**src/rtl/lfsr5_chk_pkg.sv**
```systemverilog
// Shared types and the 5-bit Galois LFSR step function for the stream checker.
package lfsr5_chk_pkg;
   localparam int LFSR_W = 5;
   // Feedback of q[4] into bit 2 on top of the rotate
   localparam logic [LFSR_W-1:0] LFSR_TAP = 5'h04;

   typedef enum logic [1:0] {
      IDLE   = 2'd0,
      ACQ    = 2'd1,
      LOCKED = 2'd2
   } state_e;

   function automatic logic [LFSR_W-1:0] lfsr5_next(input logic [LFSR_W-1:0] s);
      return {s[LFSR_W-2:0], s[LFSR_W-1]} ^ (s[LFSR_W-1] ? LFSR_TAP : '0);
   endfunction
endpackage

```
**src/rtl/lfsr5_predict.sv**
```systemverilog
// Registered LFSR predictor: load next(data), advance to next(pred), or hold.
module lfsr5_predict
   import lfsr5_chk_pkg::*;
(
   input  logic              clk_i,
   input  logic              rst_b_i,
   input  logic              load_i,
   input  logic              adv_i,
   input  logic [LFSR_W-1:0] data_i,
   output logic [LFSR_W-1:0] pred_o
);
   logic [LFSR_W-1:0] pred_q, pred_d;

   always_comb begin
      pred_d = pred_q;
      if (load_i)     pred_d = lfsr5_next(data_i);
      else if (adv_i) pred_d = lfsr5_next(pred_q);
   end

   always_ff @(posedge clk_i or negedge rst_b_i) begin
      if (!rst_b_i) pred_q <= '0;
      else          pred_q <= pred_d;
   end

   assign pred_o = pred_q;
endmodule

```
**config.mk**
```make
export PLATFORM = sky130hd
export DESIGN_NAME = lfsr5_predict
export DESIGN_NICKNAME = d
export VERILOG_FILES = /design/src/rtl/lfsr5_chk_pkg.sv /design/src/rtl/lfsr5_predict.sv
export SDC_FILE = /design/constraint.sdc
export NUM_CORES = 1
export LEC_CHECK = 0
export BUFFER_PORTS_ARGS = -buffer_cell sky130_fd_sc_hd__buf_2
export CAP_MARGIN = 40
export CORE_AREA = 3 3 40 42
export CTS_CLUSTER_SIZE = 12
export DETAILED_ROUTE_END_ITERATION = 16
export DIE_AREA = 0 0 43 45
export GPL_TIMING_DRIVEN = 0
export PLACE_DENSITY_LB_ADDON = 0.2
export SLEW_MARGIN = 20
export SYNTH_ARGS = -nofsm -noshare
export SYNTH_HDL_FRONTEND = slang
export SYNTH_SLANG_ARGS = --single-unit
export TNS_END_PERCENT = 1
```
**constraint.sdc**
```tcl
create_clock -name clk_i -period 2.35 [get_ports clk_i]
set_input_delay 0.47 -clock clk_i [delete_from_list [all_inputs] [get_ports clk_i]]
set_output_delay 0.47 -clock clk_i [all_outputs]
set_load 0.02 [all_outputs]
```
==> results of run 1 <==
==> cells in the final DEF (no fill, tap or decap) <==
master and n:
mux2i_1 5, o21ai_0 4, nand2_1 5, xor2_1 2, buf_6 1, dfrtp_1 5
o21ai_1 1, buf_2 11, clkbuf_1 2, clkbuf_4 3
==> cells by family after synthesis <==
logic type,Yosys count
AOI/OAI and AO/OA,5
muxes,5
DFF,5
and+or+nand+nor,5
xor gates and xnor gates,2
buffers and inverters,2
==> area by class of cell <==
cell class                      count  share of cell area (%)
Clock buffer                        4                    7.47
Timing Repair Buffer               11                    15.7
Tap cell                           15                    5.34
Multi-Input combinational cell     17                    31.7
Buffer                              2                    4.27
Sequential cell                     5                    35.6
==> per-stage QoR <==
stage / utilization (%) / hold WS [ns]
CTS: 27.4 / 0.0293
floorplan: - / 0.174
global placement: 25.3 / 0.285
global route: 27.4 / 0.0416
detailed placement: 25.3 / 0.288
finish: 27.4 / 0.0302
==> how the worst max path moves through the flow <==
stage,from,to,slack (ns),cells past startpoint
final,pred_o[4],pred_o[4],1.05,1
after floorplan,pred_o[4],pred_o[2],1.39,3
after detailed placement,load_i,pred_o[4],1.28,2
after global routing,pred_o[4],pred_o[4],1.03,1
after global placement,pred_o[4],pred_o[4],1.31,1
after CTS,pred_o[4],pred_o[4],1.04,1
==> per-layer routing <==
layer | vias up | GRT usage (%)
li1 | 109 | -
met1 | 94 | 4.38
met2 | 10 | 10.8
met3 | 3 | 3.19
met4 | 0 | 9.04
met5 | - | 0
==> power by group through the flow <==
stage | logic (uW) | clock network [uW] | registers [uW]
after floorplan | 21.9 | 0 | 118
after global placement | 55.6 | 0 | 106
after detailed placement | 56.3 | 0 | 106
after CTS | 56.5 | 102 | 105
after global routing | 61.1 | 102 | 106
final | 55.4 | 99.4 | 105
==> flow_summary.ini, run 1 <==
[logic_synthesis]
synth_nets = 33
synth.area.top_cells = dfrtp_1 50%, mux2i_1 20%, o21ai_0 8.0%
synth.cell_area_um2 = 251
synth_ff_type = dfrtp_1
synthMuxAreaShare_pct = 19.9
ys_async_sr_fraction_pct = 100
synth_top_family_by_area = multiplexers
synthSimpleGateAreaFrac_pct = 7.46
synth_compound_area_share_pct = 9.95
yosys-top-cells-count = 5 x dfrtp_1, 5 x mux2i_1, 5 x nand2_1
synth_area_leader_cell = dfrtp_1
synth.top_cell.area_share_pct = 49.8
synth_adder_area_share_pct = 0
yosysUniqueCellTypes = 8
synth_edf_count = 0
ys_seq_area_share_pct = 49.8
synthesis.instances = 24
syn_avg_cell_area_um2 = 10.5
synth-xor-area-share_pct = 6.97
ys_ff_latch = 5
yosys_warnings = 0

[power_and_ir_drop]
cell_internal_pwr_uw = 184
p_leak_uw = 0.000184
clkPwrFrac_pct = 38.3
power_uw = 259
peakVddDrop_mv = 0.203
share_comb_of_total_power_pct = 21.3
swShare_pct = 28.9
p_sw_uw = 74.9
seq_power_share_pct = 40.3
powerDensity_nw_per_um2 = 738

[setup_path]
arrival_ns = 0.83
path_cells = buf_2
start_kind = flip-flop
endpoint_kind = output pin
critical_path_class = flip-flop to output pin
crit_family = flip-flops
reg2reg_depth = 3
rrSetupSlack_ns = 1.42
crit_buf_inv = 1
reg2reg_from = pred_o[4]
cp_data_required_time_ns = 1.88
path_max_fanout = 4
critPathSlowestCell = dfrtp_1
cp_slowest_stage_delay_ns = 0.41
worstReg2RegEnd = pred_o[2]

[timing]
timing.final.crit_share_pct = 55.1
rsz0062_at_grt = no
fin_skew_ns = 0.00144
maxSlewViolCount = 0
setup_tns_ns = 0
fmaxAchievable_mhz = 772
tightest_slew_ns = 0.359
hold_viol = 0
slew_headroom_pct = 76.0
setup_ws_ns = 1.05
setup_viol_count_final = 0
min_period_ns = 1.30

[clock_network]
cts_buffers = 3
postCtsResizedCells = 0
cts_root_buf = clkbuf_4
clk_pin_slew_ns = 0.04
cts_tree = done
cts.sinks = 5
htreeDepth = 1
clock_path_buffers = 2
clock_latency_ns = 0.24
hold_buffers = 0
post_cts_buffers = 0

[detailed_routing]
met3_length_um = 61
highest_layer = met4
drc = 0
wl_met1_um = 191
first_iter_violations = 3
wl_um = 569
met2_length_um = 289
postRouteAntennaNets = 0
via_per_inst = 4.00
first_pass_iters = 3
wl_per_cell_um = 10.5
via_count = 216

[floorplan]
num_rows = 13
io_pins = 14
dieArea_um2 = 1940
core_area_um2 = 1280
start_util_pct = 19.6
die_width_um = 43
die_y_um = 45

[final_layout]
nNetsFinal = 49
stdcell_area_um2 = 352
regArea_um2 = 125
fillCellCount = 149
diodes = 0
drive_gt1_share_pct = 38.5
multi_input_area_um2 = 111
largest_register_ffs = 5
stdcell_count = 54
syn_to_final_growth_pct = 39.8

[placement]
postPlaceCellArea_um2 = 325
gp_congestion = 0.642
dp_cells = 50
dp_slack_ns = 1.28
port-buffer-count = 11

[global_routing]
grt_max_degree = 11
grt_pass1_vias = 227
grt_use_total_pct = 6.43
antenna_found_initial = 0
grt_first_pass_wirelength_um = 828
grt_overflow = 0

[run]
drv_cap = 0

[hold_path]
hold_class = input port to async pin

[outcome]
status = completed
Note: power is estimated with default switching activity, not from simulation.
==> run 2: changes to the inputs <==
Clock period 2.35 ns to 1.1 ns, I/O delays scaled along.
==> run 2 against run 1 <==
  * Critical path depth did not move
  * Final cell count increased by 1.9%
  * Via count increased by 2.3%
  * Register-to-register slack worse by 1.3 ns
  * Count of clock-buffer cells in the layout stayed put
  * Largest power group unchanged
  * Utilization is 0.78 points higher
  * Global-route usage grew 0.084 points
  * Worst setup slack worse by 1.0 ns
  * Sequential cell count did not move
  * Highest routed layer unchanged
  * Clock power up 110%
==> flow_summary.ini, run 2 (synthesis gave the netlist of run 1 again) <==
[global_routing]
grt_overflow = 0
grt_use_total_pct = 6.52
grt_pass1_vias = 229
grt_first_pass_wirelength_um = 841
antenna_found_initial = 0
grt_max_degree = 11

[floorplan]
io_pins = 14
core_area_um2 = 1280
die_y_um = 45
start_util_pct = 19.6
dieArea_um2 = 1940
num_rows = 13
die_width_um = 43

[final_layout]
diodes = 0
stdcell_area_um2 = 362
nNetsFinal = 50
final_common_cell = buf_2
drive_gt1_share_pct = 37.5
syn_to_final_growth_pct = 43.8
final_cell_mix = 11 x buf_2, 5 x mux2i_1, 5 x nand2_1, 5 x dfrtp_1, 4 x o21ai_0
largest_register_ffs = 5

[run]
drv_cap = 0

[timing]
setup_viol_count_final = 0
rsz0062_at_grt = no
fmaxAchievable_mhz = 957
slew_headroom_pct = 76.2
tightest_slew_ns = 0.357
min_period_ns = 1.04
maxSlewViolCount = 0
setup_tns_ns = 0
hold_viol = 0
fin_skew_ns = 0.00144
timing.final.crit_share_pct = 95.0

[detailed_routing]
postRouteAntennaNets = 0
via_per_inst = 4.02
wl_um = 569
first_pass_iters = 3
wl_per_cell_um = 10.3
drc = 0
via_count = 221
first_iter_violations = 3

[power_and_ir_drop]
swShare_pct = 28.8
powerDensity_nw_per_um2 = 1540
p_sw_uw = 160
clkPwrFrac_pct = 38.1
cell_internal_pwr_uw = 396
share_comb_of_total_power_pct = 21.7
peakVddDrop_mv = 0.434
p_leak_uw = 0.000188
seq_power_share_pct = 40.1

[outcome]
status = completed

[setup_path]
endpoint_kind = output pin
path_cells = buf_2
start_kind = flip-flop
arrival_ns = 0.82
cp_slowest_stage_delay_ns = 0.41
path_max_fanout = 4
critical_path_class = flip-flop to output pin
critPathSlowestCell = dfrtp_1
cp_data_required_time_ns = 0.88
crit_buf_inv = 1
crit_family = flip-flops

[clock_network]
postCtsResizedCells = 0
htreeDepth = 1
cts.sinks = 5
clock_latency_ns = 0.24
cts_tree = done
clock_path_buffers = 2
cts_buffers = 3
clk_pin_slew_ns = 0.04
cts_root_buf = clkbuf_4

[hold_path]
hold_class = input port to flip-flop

[placement]
postPlaceCellArea_um2 = 325
gp_congestion = 0.642
port-buffer-count = 11
[run 2: cell type report]
class | instances | area (um^2)
Buffer | 2 | 15.0
Clock buffer | 4 | 26.3
Fill cell | 150 | 923
Multi-Input combinational cell | 17 | 111
Sequential cell | 5 | 125
Tap cell | 15 | 18.8
Timing Repair Buffer | 12 | 65.1
[run 2: worst paths after layout]
check	start	to	slack (ns)	cells after the start
min in group asynchronous	rst_b_i	pred_o[0]	0.32	2
max in group asynchronous	rst_b_i	pred_o[4]	0.65	2
setup reg to reg	pred_o[4]	pred_o[2]	0.17	3
hold / removal	data_i[3]	pred_o[4]	0.20	3
setup / recovery	pred_o[4]	pred_o[4]	0.06	1
hold reg to reg	pred_o[2]	pred_o[2]	0.58	2
[run 2: per-stage QoR]
stage	util [%]	std cells	hold slack [ns]	worst slack [ns]	total power [uW]
after floorplan	-	24	-0.0756	0.136	299
after global placement	25.3	50	0.0354	0.170	345
after detailed placement	25.3	50	0.0378	0.164	348
after CTS	28.1	55	0.192	0.0410	565
after global routing	28.1	55	0.197	0.0298	579
final	28.1	55	0.195	0.0551	557
[run 2: repair_timing]
item / in CTS / in global routing
endpoints found under the hold margin: 5 / 0
buffers inserted: 0 / 0
hold buffers: 1 / 0
[run 2: tightest hold or removal path: stages]
cell and delay [ns]:
buf_2 0.08, nand2_1 0.04, o21ai_0 0.06
[run 2: power groups by stage]
stage,clock [uW],sequential [uW],combinational [uW]
after global placement,0,226,119
after CTS,217,225,123
after detailed placement,0,227,120
after floorplan,0,252,46.8
after global routing,218,227,134
final,212,224,121
[run 2: metal layers]
layer	up-vias	share of wire [%]	track usage (%)
met5	-	0	0
met4	0	4.6	9.04
met3	3	11	3.19
met2	10	50	10.8
met1	97	34	4.62
li1	111	-	-
==> run 3: changes to the inputs <==
Settings changed: BUFFER_PORTS_ARGS -buffer_cell sky130_fd_sc_hd__buf_2 to not set, DONT_BUFFER_PORTS set to 1.
==> run 3 against run 2 <==
  * Global-route usage is 0.17 points lower
  * Power is 6.2% lower
  * Register-to-register slack worse by 0.12 ns
  * Largest power group unchanged
  * Sequential power up 14%
  * Utilization down 4.3 points
  * Non-clock buffer count fell by 11
  * Worst setup slack lost 0.0090 ns
  * Combinational power down 50%
  * Sequential cell count did not move
==> flow_summary.ini, run 3 (synthesis gave the netlist of run 1 again) <==
[setup_path]
reg2reg_depth = 3
path_cells = xor2_1 > mux2i_1 > o21ai_1
crit_family = flip-flops
cp_slowest_stage_delay_ns = 0.48
critPathSlowestCell = dfrtp_1
crit_buf_inv = 0
critical_path_class = flip-flop to flip-flop
rrSetupSlack_ns = 0.05
start_kind = flip-flop
worstReg2RegEnd = pred_o[2]
endpoint_kind = flip-flop
arrival_ns = 1.16
reg2reg_from = pred_o[4]
cp_data_required_time_ns = 1.21
path_max_fanout = 4

[timing]
setup_tns_ns = 0
setup_viol_count_final = 0
fmaxAchievable_mhz = 949
rsz0062_at_grt = no
maxSlewViolCount = 0
tightest_slew_ns = 0.329
slew_headroom_pct = 78.1
timing.final.crit_share_pct = 95.8
fin_skew_ns = 0.00147
hold_viol = 0
min_period_ns = 1.05

[floorplan]
io_pins = 14
start_util_pct = 19.6
core_area_um2 = 1280
num_rows = 13
die_width_um = 43
dieArea_um2 = 1940
die_y_um = 45

[clock_network]
cts.sinks = 5
clk_pin_slew_ns = 0.04
cts_root_buf = clkbuf_4
clock_path_buffers = 2
post_cts_buffers = 0
clock_latency_ns = 0.24
cts_tree = done
cts_buffers = 3
htreeDepth = 1

[global_routing]
gr-usage-met1_pct = 6.33
grt_pass1_vias = 205
met2_usage_pct = 8.68
grt_max_degree = 11
antenna_found_initial = 0
grt_overflow = 0
use_met3_pct = 3.59
busiest_layer = met2
grt_first_pass_wirelength_um = 834
grt_use_total_pct = 6.35

[placement]
gp_congestion = 0.658
dp_cells = 39
postPlaceCellArea_um2 = 270
port-buffer-count = 0

[power_and_ir_drop]
clkPwrFrac_pct = 39.7
p_sw_uw = 149
swShare_pct = 28.4
peakVddDrop_mv = 0.371
cell_internal_pwr_uw = 374
share_comb_of_total_power_pct = 11.5
p_leak_uw = 0.000143
powerDensity_nw_per_um2 = 1700
seq_power_share_pct = 48.8

[final_layout]
stdcell_area_um2 = 307
syn_to_final_growth_pct = 21.9
final_util_pct = 23.9
nNetsFinal = 39
drive_gt1_share_pct = 13.8
fillCellCount = 139
largest_register_ffs = 5
final_cell_mix = 5 x mux2i_1, 5 x nand2_1, 5 x dfrtp_1
stdcell_count = 44
diodes = 0

[detailed_routing]
via_per_inst = 3.84
wl_um = 514
wl_per_cell_um = 11.7
first_iter_violations = 0
first_pass_iters = 1
postRouteAntennaNets = 0
via_count = 169
drc = 0

[hold_path]
min_to = pred_o[4]
min_from = data_i[3]
min_delay_path_depth = 2
hold_class = input port to flip-flop

[outcome]
status = completed

[run]
drv_cap = 0
-- run 3: cell count changes in the layout (fill, tap and decap cells not counted) --
cell | before | now
buf_2 | 11 | 0
-- run 3: final cells by class --
class / count / area, um^2 / share of cell area (%)
sequential: 5 / 125 / 40.8
tap: 15 / 18.8 / 6.12
clock buffer: 4 / 26.3 / 8.57
timing repair buffer: 1 / 10.0 / 3.27
buffer: 2 / 15.0 / 4.90
multi-input combinational: 17 / 111 / 36.3
-- run 3: worst max-delay path by stage --
| stage | startpoint | endpoint | slack (ns) | depth (start not counted) |
|---|---|---|---|---|
| 6_report | pred_o[4] | pred_o[2] | 0.05 | 3 |
| 5_1_grt | pred_o[4] | pred_o[2] | 0.02 | 3 |
| 4_1_cts | pred_o[4] | pred_o[2] | 0.04 | 3 |
| 3_5_place_dp | pred_o[4] | pred_o[2] | 0.05 | 3 |
| 3_3_place_gp | pred_o[4] | pred_o[2] | 0.06 | 3 |
| 2_1_floorplan | pred_o[4] | pred_o[2] | 0.14 | 3 |
-- run 3: worst reg2reg max path: stages, from the launching register on --
cell	delay (ns)
dfrtp_1	0.48
xor2_1	0.20
mux2i_1	0.18
o21ai_1	0.07
-- run 3: layer usage --
metal | vias up | wire [um]
met4 | 0 | 0
met3 | 0 | 62
li1 | 89 | -
met2 | 7 | 273
met5 | - | 0
met1 | 73 | 178
-- run 3: metrics by stage --
stage          setup slack [ns]  power [uW]  hold WS [ns]
3_3_place_gp             0.0581         313       -0.0755
5_1_grt                  0.0195         552         0.131
6_report                 0.0461         522         0.109
3_5_place_dp             0.0500         314       -0.0755
2_1_floorplan             0.136         299       -0.0756
4_1_cts                  0.0428         535         0.105
-- run 3: power groups by stage --
stage | registers (uW) | logic, uW | clock network (uW)
3_3_place_gp | 259 | 53.7 | 0
5_1_grt | 259 | 68.7 | 225
2_1_floorplan | 252 | 46.8 | 0
6_report | 255 | 60.0 | 207
3_5_place_dp | 259 | 54.9 | 0
4_1_cts | 257 | 61.6 | 217
-- run 3: what timing repair did --
item | in CTS | in global routing
hold buffers | 1 | 0
endpoints found under the hold margin | 5 | 0
resized for setup | 0 | 0
